$ cat src/rtl/cp_id.sv
// cp_id: instruction decode stage of the CP pipeline.
// Resolves operands through the bypass network and evaluates predication
// and branches. The branch target and taken flag go back to fetch
// combinationally. The decoded instruction is registered into the ID/EX
// pipeline register.
module cp_id #(
  parameter int ADDR_W   = 8,
  parameter int INS_W    = 24,
  parameter int DATA_W   = 32,
  parameter int RF_IDX_W = 5,
  parameter int LINK_REG = 9
) (
  input  logic                iClk,
  input  logic                iReset_n,
  input  logic [ADDR_W-1:0]   iIF_ID_PC,
  input  logic [INS_W-1:0]    iIF_ID_Instruction,
  input  logic [2:0]          iIF_ID_Branch_Op,
  input  logic                iIF_BP_Select_Imm,
  input  logic                iIF_BP_Bypass_Read_A,
  input  logic                iIF_BP_Bypass_Read_B,
  input  logic [1:0]          iIF_BP_Bypass_Sel_A,
  input  logic [1:0]          iIF_BP_Bypass_Sel_B,
  input  logic [1:0]          iPredication,
  input  logic                iSelect_First_PE,
  input  logic                iSelect_Last_PE,
  input  logic [DATA_W-1:0]   iRF_Read_Data_A,
  input  logic [DATA_W-1:0]   iRF_Read_Data_B,
  input  logic [DATA_W-1:0]   iEX_Result,
  input  logic [DATA_W-1:0]   iWB_Result,
  input  logic [DATA_W-1:0]   iFirst_PE_Data,
  input  logic [DATA_W-1:0]   iLast_PE_Data,
  input  logic                iEX_Flag_Write,
  input  logic                iEX_Flag_Value,
  output logic [ADDR_W-1:0]   oID_IF_Branch_Target_Addr,
  output logic                oID_IF_Branch_Taken_Flag,
  output logic                oID_EX_Valid,
  output logic [ADDR_W-1:0]   oID_EX_PC,
  output logic [INS_W-1:0]    oID_EX_Instruction,
  output logic [DATA_W-1:0]   oID_EX_Operand_A,
  output logic [DATA_W-1:0]   oID_EX_Operand_B,
  output logic                oID_EX_Link_En,
  output logic [RF_IDX_W-1:0] oID_EX_Link_Reg,
  output logic [ADDR_W-1:0]   oID_EX_Link_Value,
  output logic                oFlag
);

  localparam logic [2:0] BR_NOP  = 3'b000;
  localparam logic [2:0] BR_J    = 3'b001;
  localparam logic [2:0] BR_JAL  = 3'b010;
  localparam logic [2:0] BR_JR   = 3'b011;
  localparam logic [2:0] BR_JALR = 3'b100;
  localparam logic [2:0] BR_BF   = 3'b101;
  localparam logic [2:0] BR_BNF  = 3'b110;

  localparam logic [RF_IDX_W-1:0] LINK_IDX = RF_IDX_W'(LINK_REG);

  logic                r_flag;
  logic                r_valid;
  logic [ADDR_W-1:0]   r_pc;
  logic [INS_W-1:0]    r_ins;
  logic [DATA_W-1:0]   r_op_a;
  logic [DATA_W-1:0]   r_op_b;
  logic                r_link_en;
  logic [RF_IDX_W-1:0] r_link_reg;
  logic [ADDR_W-1:0]   r_link_val;

  logic [DATA_W-1:0]   w_pe_data;
  logic [DATA_W-1:0]   w_src_a;
  logic [DATA_W-1:0]   w_src_b;
  logic [DATA_W-1:0]   w_op_a;
  logic [DATA_W-1:0]   w_op_b;
  logic [DATA_W-1:0]   w_imm;
  logic [ADDR_W+15:0]  w_off_ext;
  logic [ADDR_W-1:0]   w_offset;
  logic                w_feff;
  logic                w_exec;
  logic                w_taken;
  logic                w_use_reg;
  logic                w_link;
  logic [ADDR_W-1:0]   w_target;

  // The sign extension is wider than needed and the low ADDR_W bits are kept.
  // This way one expression covers both a narrow PC (offset truncated) and a
  // wide PC (offset sign-extended).
  assign w_off_ext = {{ADDR_W{iIF_ID_Instruction[15]}}, iIF_ID_Instruction[15:0]};
  assign w_offset  = w_off_ext[ADDR_W-1:0];
  assign w_imm     = {{(DATA_W-12){iIF_ID_Instruction[11]}}, iIF_ID_Instruction[11:0]};

  // PE boundary data: first PE wins when both selects are set.
  always_comb begin
    w_pe_data = {DATA_W{1'b0}};
    if (iSelect_First_PE) begin
      w_pe_data = iFirst_PE_Data;
    end else if (iSelect_Last_PE) begin
      w_pe_data = iLast_PE_Data;
    end else begin
      w_pe_data = {DATA_W{1'b0}};
    end
  end

  // Bypass source multiplexers for operands A and B.
  always_comb begin
    w_src_a = {DATA_W{1'b0}};
    w_src_b = {DATA_W{1'b0}};
    case (iIF_BP_Bypass_Sel_A)
      2'b00:   w_src_a = iEX_Result;
      2'b01:   w_src_a = iWB_Result;
      2'b10:   w_src_a = w_pe_data;
      default: w_src_a = {DATA_W{1'b0}};
    endcase
    case (iIF_BP_Bypass_Sel_B)
      2'b00:   w_src_b = iEX_Result;
      2'b01:   w_src_b = iWB_Result;
      2'b10:   w_src_b = w_pe_data;
      default: w_src_b = {DATA_W{1'b0}};
    endcase
  end

  // Final operands: bypass or RF for A, and for B the immediate overrides both.
  always_comb begin
    w_op_a = iIF_BP_Bypass_Read_A ? w_src_a : iRF_Read_Data_A;
    if (iIF_BP_Select_Imm) begin
      w_op_b = w_imm;
    end else if (iIF_BP_Bypass_Read_B) begin
      w_op_b = w_src_b;
    end else begin
      w_op_b = iRF_Read_Data_B;
    end
  end

  // Effective flag and predicate. The older EX instruction's flag update is
  // forwarded, so it takes precedence over the architectural flag.
  always_comb begin
    w_feff = iEX_Flag_Write ? iEX_Flag_Value : r_flag;
    w_exec = 1'b0;
    case (iPredication)
      2'b00:   w_exec = 1'b1;
      2'b01:   w_exec = w_feff;
      2'b10:   w_exec = ~w_feff;
      default: w_exec = 1'b0;
    endcase
  end

  // Branch decode. The target is driven even when the instruction is predicated off.
  always_comb begin
    w_taken   = 1'b0;
    w_use_reg = 1'b0;
    w_link    = 1'b0;
    case (iIF_ID_Branch_Op)
      BR_NOP:  w_taken = 1'b0;
      BR_J:    w_taken = 1'b1;
      BR_JAL:  begin w_taken = 1'b1; w_link = 1'b1; end
      BR_JR:   begin w_taken = 1'b1; w_use_reg = 1'b1; end
      BR_JALR: begin w_taken = 1'b1; w_use_reg = 1'b1; w_link = 1'b1; end
      BR_BF:   w_taken = w_feff;
      BR_BNF:  w_taken = ~w_feff;
      default: w_taken = 1'b0;
    endcase
    w_target = w_use_reg ? w_op_a[ADDR_W-1:0] : (iIF_ID_PC + w_offset);
  end

  assign oID_IF_Branch_Target_Addr = w_target;
  assign oID_IF_Branch_Taken_Flag  = w_exec & w_taken;

  // Architectural compare flag, updated by EX.
  always_ff @(posedge iClk or negedge iReset_n) begin
    if (!iReset_n) begin
      r_flag <= 1'b0;
    end else if (iEX_Flag_Write) begin
      r_flag <= iEX_Flag_Value;
    end else begin
      r_flag <= r_flag;
    end
  end

  // ID/EX pipeline register. It loads every cycle because there is no stall.
  always_ff @(posedge iClk or negedge iReset_n) begin
    if (!iReset_n) begin
      r_valid    <= 1'b0;
      r_pc       <= {ADDR_W{1'b0}};
      r_ins      <= {INS_W{1'b0}};
      r_op_a     <= {DATA_W{1'b0}};
      r_op_b     <= {DATA_W{1'b0}};
      r_link_en  <= 1'b0;
      r_link_reg <= {RF_IDX_W{1'b0}};
      r_link_val <= {ADDR_W{1'b0}};
    end else begin
      r_valid    <= w_exec;
      r_pc       <= iIF_ID_PC;
      r_ins      <= iIF_ID_Instruction;
      r_op_a     <= w_op_a;
      r_op_b     <= w_op_b;
      r_link_en  <= w_exec & w_link;
      r_link_reg <= (w_exec & w_link) ? LINK_IDX : {RF_IDX_W{1'b0}};
      // The return address skips the delay slot.
      r_link_val <= iIF_ID_PC + ADDR_W'(2);
    end
  end

  assign oID_EX_Valid       = r_valid;
  assign oID_EX_PC          = r_pc;
  assign oID_EX_Instruction = r_ins;
  assign oID_EX_Operand_A   = r_op_a;
  assign oID_EX_Operand_B   = r_op_b;
  assign oID_EX_Link_En     = r_link_en;
  assign oID_EX_Link_Reg    = r_link_reg;
  assign oID_EX_Link_Value  = r_link_val;
  assign oFlag              = r_flag;

endmodule
$ cat config.mk
export PLATFORM = sky130hd
export DESIGN_NAME = cp_id
export DESIGN_NICKNAME = d
export VERILOG_FILES = /design/src/rtl/cp_id.sv
export SDC_FILE = /design/constraint.sdc
export NUM_CORES = 1
export LEC_CHECK = 0
export ABC_AREA = 1
export CAP_MARGIN = 20
export CORE_AREA = 2 2 140 142
export CTS_BUF_LIST = sky130_fd_sc_hd__clkbuf_4
export CTS_CLUSTER_DIAMETER = 50
export CTS_CLUSTER_SIZE = 28
export DETAILED_ROUTE_END_ITERATION = 12
export DIE_AREA = 0 0 142 144
export PLACE_DENSITY = 0.71
export SYNTH_ARGS = -nofsm -noshare
export SYNTH_HDL_FRONTEND = slang
export SYNTH_SLANG_ARGS = --single-unit
export TNS_END_PERCENT = 30
$ cat constraint.sdc
create_clock -name iClk -period 3.79 [get_ports iClk]
set_input_delay 0.758 -clock iClk [delete_from_list [all_inputs] [get_ports iClk]]
set_output_delay 0.758 -clock iClk [all_outputs]
set_load 0.01 [all_outputs]
==> Word-level counts from Yosys, hierarchy flattened <==
Index checks and enable logic that the tools add are counted.
{ "word_totals": {"register_bits": 111, "output_inout_bits": 121} }
{ "classes": {"add_sub_neg": 2, "eq_ne": 12, "mux": 14, "n_bitwise": 3, "reduce_logical": 6} }
{ "ops": {"columns": ["operator", "n"], "rows": [
  ["32-bit one-hot mux with 3 select lines", 2],
  ["32-bit 2-to-1 mux", 5],
  ["3-bit == test, second input constant", 3],
  ["8-bit by 2-bit adder with 8-bit output, second input constant", 1],
  ["8-bit adder", 1],
  ["8-bit 2-to-1 mux", 1],
  ["2-bit by 1-bit == test with 1-bit output, second input constant", 3],
  ["2-bit == test, second input constant", 3],
  ["3-bit by 2-bit == test with 1-bit output, second input constant", 2],
  ["2-bit logical NOT", 3],
  ["1-bit one-hot mux with 3 select lines", 2],
  ["4-bit 2-to-1 mux", 1],
  ["2-bit OR reduction", 2],
  ["4-bit OR reduction", 1],
  ["3-bit by 1-bit == test with 1-bit output, second input constant", 1],
  ["1-bit 2-to-1 mux", 3],
  ["1-bit AND", 2],
  ["1-bit inverter", 1]
]} }

==> Logic depth before layout (Yosys ltp) <==
Gate-level depths: netlist of run 1.
{ "depth": {"word_depth": 5, "depth_mapped": 10, "depth_no_buf": 9} }

==> Least setup slack after synthesis of run 1 <==
No wires, ideal clock.
{ "synth_timing": {"path_type": "input to output", "from": "input iIF_ID_PC[0]", "to": "output oID_IF_Branch_Target_Addr[1]", "arrival_ps": 1785, "required_ps": 3032, "slack_ps": 1247, "cell_stages": 5, "path_buffers": 0, "path_cell_list": "ha_1 -> inv_1 -> fa_1 -> or2_2 -> nand2_1"} }
{ "synth_between": {"elab_chain_cells": 2} }
{ "synth_lines": {"columns": ["item", "line_no", "text"], "rows": [
  ["from (decl)", "15", "input logic [ADDR_W-1:0] iIF_ID_PC,"],
  ["8-bit adder", "159", "w_target = w_use_reg ? w_op_a[ADDR_W-1:0] : (iIF_ID_PC + w_offset);"],
  ["8-bit 2-to-1 mux", "159", null],
  ["to (decl)", "34", "output logic [ADDR_W-1:0] oID_IF_Branch_Target_Addr,"]
]} }
Every way passes these cells.

==> Final worst setup path of run 1 <==
{ "layout_timing": {"from": "input iIF_ID_PC[2]", "to": "output oID_IF_Branch_Target_Addr[7]"} }
The elaborated chain is that of the path after synthesis.

==> impl_metrics.csv, run 1 <==
group,metric,value,unit
setup_path,crit_type,"input pin to output pin",
detailed_routing,ant_nets,0,
placement,dpl.cell_count,1496,
synthesis,async_flop_share,100,%
global_routing,grt_pass1_vias,7237,
global_routing,grt_overflow,0,
sta,skew,0.00112,ns
clock_network,clk_latency,0.50,ns
job,timing.max_cap.violations,0,
cells_and_area,nFillCells,1836,
clock_network,post_cts_buffers,0,
sta,fin_ws,0.119,ns
setup_path,critPathCaptureType,"output pin",
detailed_routing,drc,0,
die,core_region_area,0.0191,mm2
die,row_count,51,
placement,gp_congestion,0.913,
setup_path,worst_setup_path_start_kind,"input pin",
synthesis,yosysTopAreaCellShare,42.8,%
sta,min_period,3.67,ns
clock_network,cts_resized,0,
sta,finalSetupViolCount,0,
die,boundaryPins,363,
synthesis,synth_area_leaders,"dfrtp_1 43%, nand2_1 30%, nand3_1 10%",
detailed_routing,drt_first_pass_iters,5,
synthesis,synth_top_area_cell,"dfrtp_1",
sta,period_share,96.9,%
placement,dp_slack,0.136,ns
pwr,ir_drop,0.190,mV
clock_network,cts.path.max_buffers,2,
synthesis,yosysWarningCount,0,
min_path,hp-class,"input pin to asynchronous set/reset pin",
cells_and_area,instances_no_fill,1512,
detailed_routing,drt-initial-drc-count,514,
sta,tightest_slew,0.832,ns
pwr,cellPowerDensity,282,mW/mm2
detailed_routing,via_count,7316,
status,status,"finished, final reports clean",
synthesis,synth_edf_count,0,
cells_and_area,drive_gt1_share,4.55,%
clock_network,cts_buffers,9,
sta,relSlewSlack,44.4,%
synthesis,synth_area,0.00620,mm2
synthesis,yosysSeqAreaShare,42.8,%
clock_network,tritoncts,"built",
sta,rsz0062_at_grt,"false",
synthesis,synth_cell_type_count,26,
cells_and_area,n_antenna_cell,0,
clock_network,cts_sinks,106,
synthesis,synth_seq_cells,106,
sta,hold_viol_final,0,
die,die_area,0.0204,mm2
die,start_util,32.5,%
die,dieWidth,142,um
sta,slew_violations,0,
clock_network,postCtsHoldBufs,0,
cells_and_area,nets,1520,
detailed_routing,routed_wl,27700,um
clock_network,htree_levels,3,
clock_network,clkTransAtPathRegs,0.19,ns
pwr,leakage,4.96,nW
global_routing,grt_use_total,26.7,%
synthesis,synth_most_common_cell,"nand2_1",
synthesis,synthCells,927,
detailed_routing,detail_route.wl_per_cell,18.3,um
setup_path,cp.arrival,2.91,ns
placement,port_buffers,359,
cells_and_area,area_growth,64.0,%
setup_path,cp_max_fo,4,
clock_network,root_buffer,"clkbuf_4",
global_routing,antenna_found_initial,2,
setup_path,critical_path_required,3.03,ns
synthesis,synth.avg_cell_area,6.69,um2
synthesis,ys.flop_type,"dfrtp_1",
global_routing,grt_start_max_net_pins,107,
placement,dp_hpwl,21100,um
sta,tns,0,ns
die,fp.dieH,144,um
detailed_routing,post_drt_via_cell_ratio,4.84,
synthesis,netlist_top_cells_count,"492 x nand2_1, 127 x nand3_1, 106 x dfrtp_1",
global_routing,grt_pass1_wl,41000,um
sta,fmax,0.272,GHz
[layout by cell type (no fill, tap or decap), drive strengths merged, types with 3 or more instances in the layout]
cell type and count:
nand3 127, xor2 3, a21oi 27, dfrtp 106, clkbuf 9, nor2 23, ha 8, clkinv 3
o21ai 5, nand2 492, buf 29, inv 65, o211ai 6, conb 3, xnor2 6, clkdlybuf4s50 352
[sequential cells by signal, summed over array words and instances (netlist names)]
name and flops:
oFlag 1, oID_EX_Instruction 24, oID_EX_Link_Reg 1, oID_EX_Link_Value 8
oID_EX_Operand_A 32, oID_EX_Operand_B 32, oID_EX_PC 7, oID_EX_Valid 1
[where the power goes]
group	internal (W)	total [W]	switching, W
registers	0.00122	0.00124	0.0000258
logic	0.000535	0.00102	0.000484
clock network	0.000147	0.000612	0.000464
total	0.00190	0.00287	0.000974
[cell families after synthesis]
kind of cell | share of synthesized area (%)
XOR/XNOR | 1.27
other | 0.0605
AND/OR/NAND/NOR | 42.4
buffers and inverters | 8.19
adder cells (fa/ha/maj) | 1.94
flip-flops | 42.8
AO/OA/AOI/OAI | 3.37
[per-stage QoR]
step | instance area, um2 | util (%) | total power (W) | hold slack [ns]
global placement | 10000 | 52.5 | 0.00227 | 0.641
global route | 10200 | 53.3 | 0.00303 | 0.331
CTS | 10200 | 53.3 | 0.00290 | 0.294
detailed placement | 10000 | 52.6 | 0.00228 | 0.647
floorplan | 6210 | - | 0.00164 | 0.462
finish | 10200 | 53.3 | 0.00287 | 0.308
[layer usage]
metal  vias to the layer above  GRT usage (%)  wire [um]
li1                       3543              -          -
met1                      3354           31.5      10800
met2                       368           47.9      13900
met3                        47           6.49       2360
met4                         4           8.21        658
met5                         -              0         23
[worst max-delay path: stages]
cell	delay, ns
clkdlybuf4s50_1	0.48
ha_1	0.37
or2_2	0.33
nand3_1	0.11
nand3_1	0.08
nand2_1	0.07
nand2_1	0.05
nand2_1	0.08
clkdlybuf4s50_1	0.58
[path summary, 6_finish.rpt]
path                                        startpoint                           end  slack, ns  depth (start not counted)
worst max-delay path                      iIF_ID_PC[2]  oID_IF_Branch_Target_Addr[7]       0.12                          9
worst min-delay path                          iReset_n            oID_EX_Link_Reg[0]       0.31                          2
worst max register to register                   oFlag            oID_EX_Link_Reg[0]       2.41                          3
worst min register to register                   oFlag                         oFlag       0.70                          2
max in group asynchronous                     iReset_n           oID_EX_Operand_B[5]       3.04                          2
min in group iClk               iIF_ID_Instruction[23]        oID_EX_Instruction[23]       0.68                          1
[cell type report]
cell class	instances	area, um2	area share, %
Timing Repair Buffer	383	3790	37.2
Multi-Input combinational cell	706	3070	30.2
Sequential cell	106	2650	26.1
Clock buffer	9	67.6	0.664
Tap cell	238	298	2.93
Inverter	63	236	2.32
Clock inverter	7	63.8	0.627
No activity file was read; power rests on OpenSTA's default activity.
==> run 2, diff against run 1 <==
--- a/config.mk
+++ b/config.mk
@@ -17,4 +17,3 @@
 export SYNTH_ARGS = -nofsm -noshare
 export SYNTH_HDL_FRONTEND = slang
 export SYNTH_SLANG_ARGS = --single-unit
-export TNS_END_PERCENT = 30
==> results of run 2 <==
The final DEF is identical to that of run 1; final timing and power are the same.
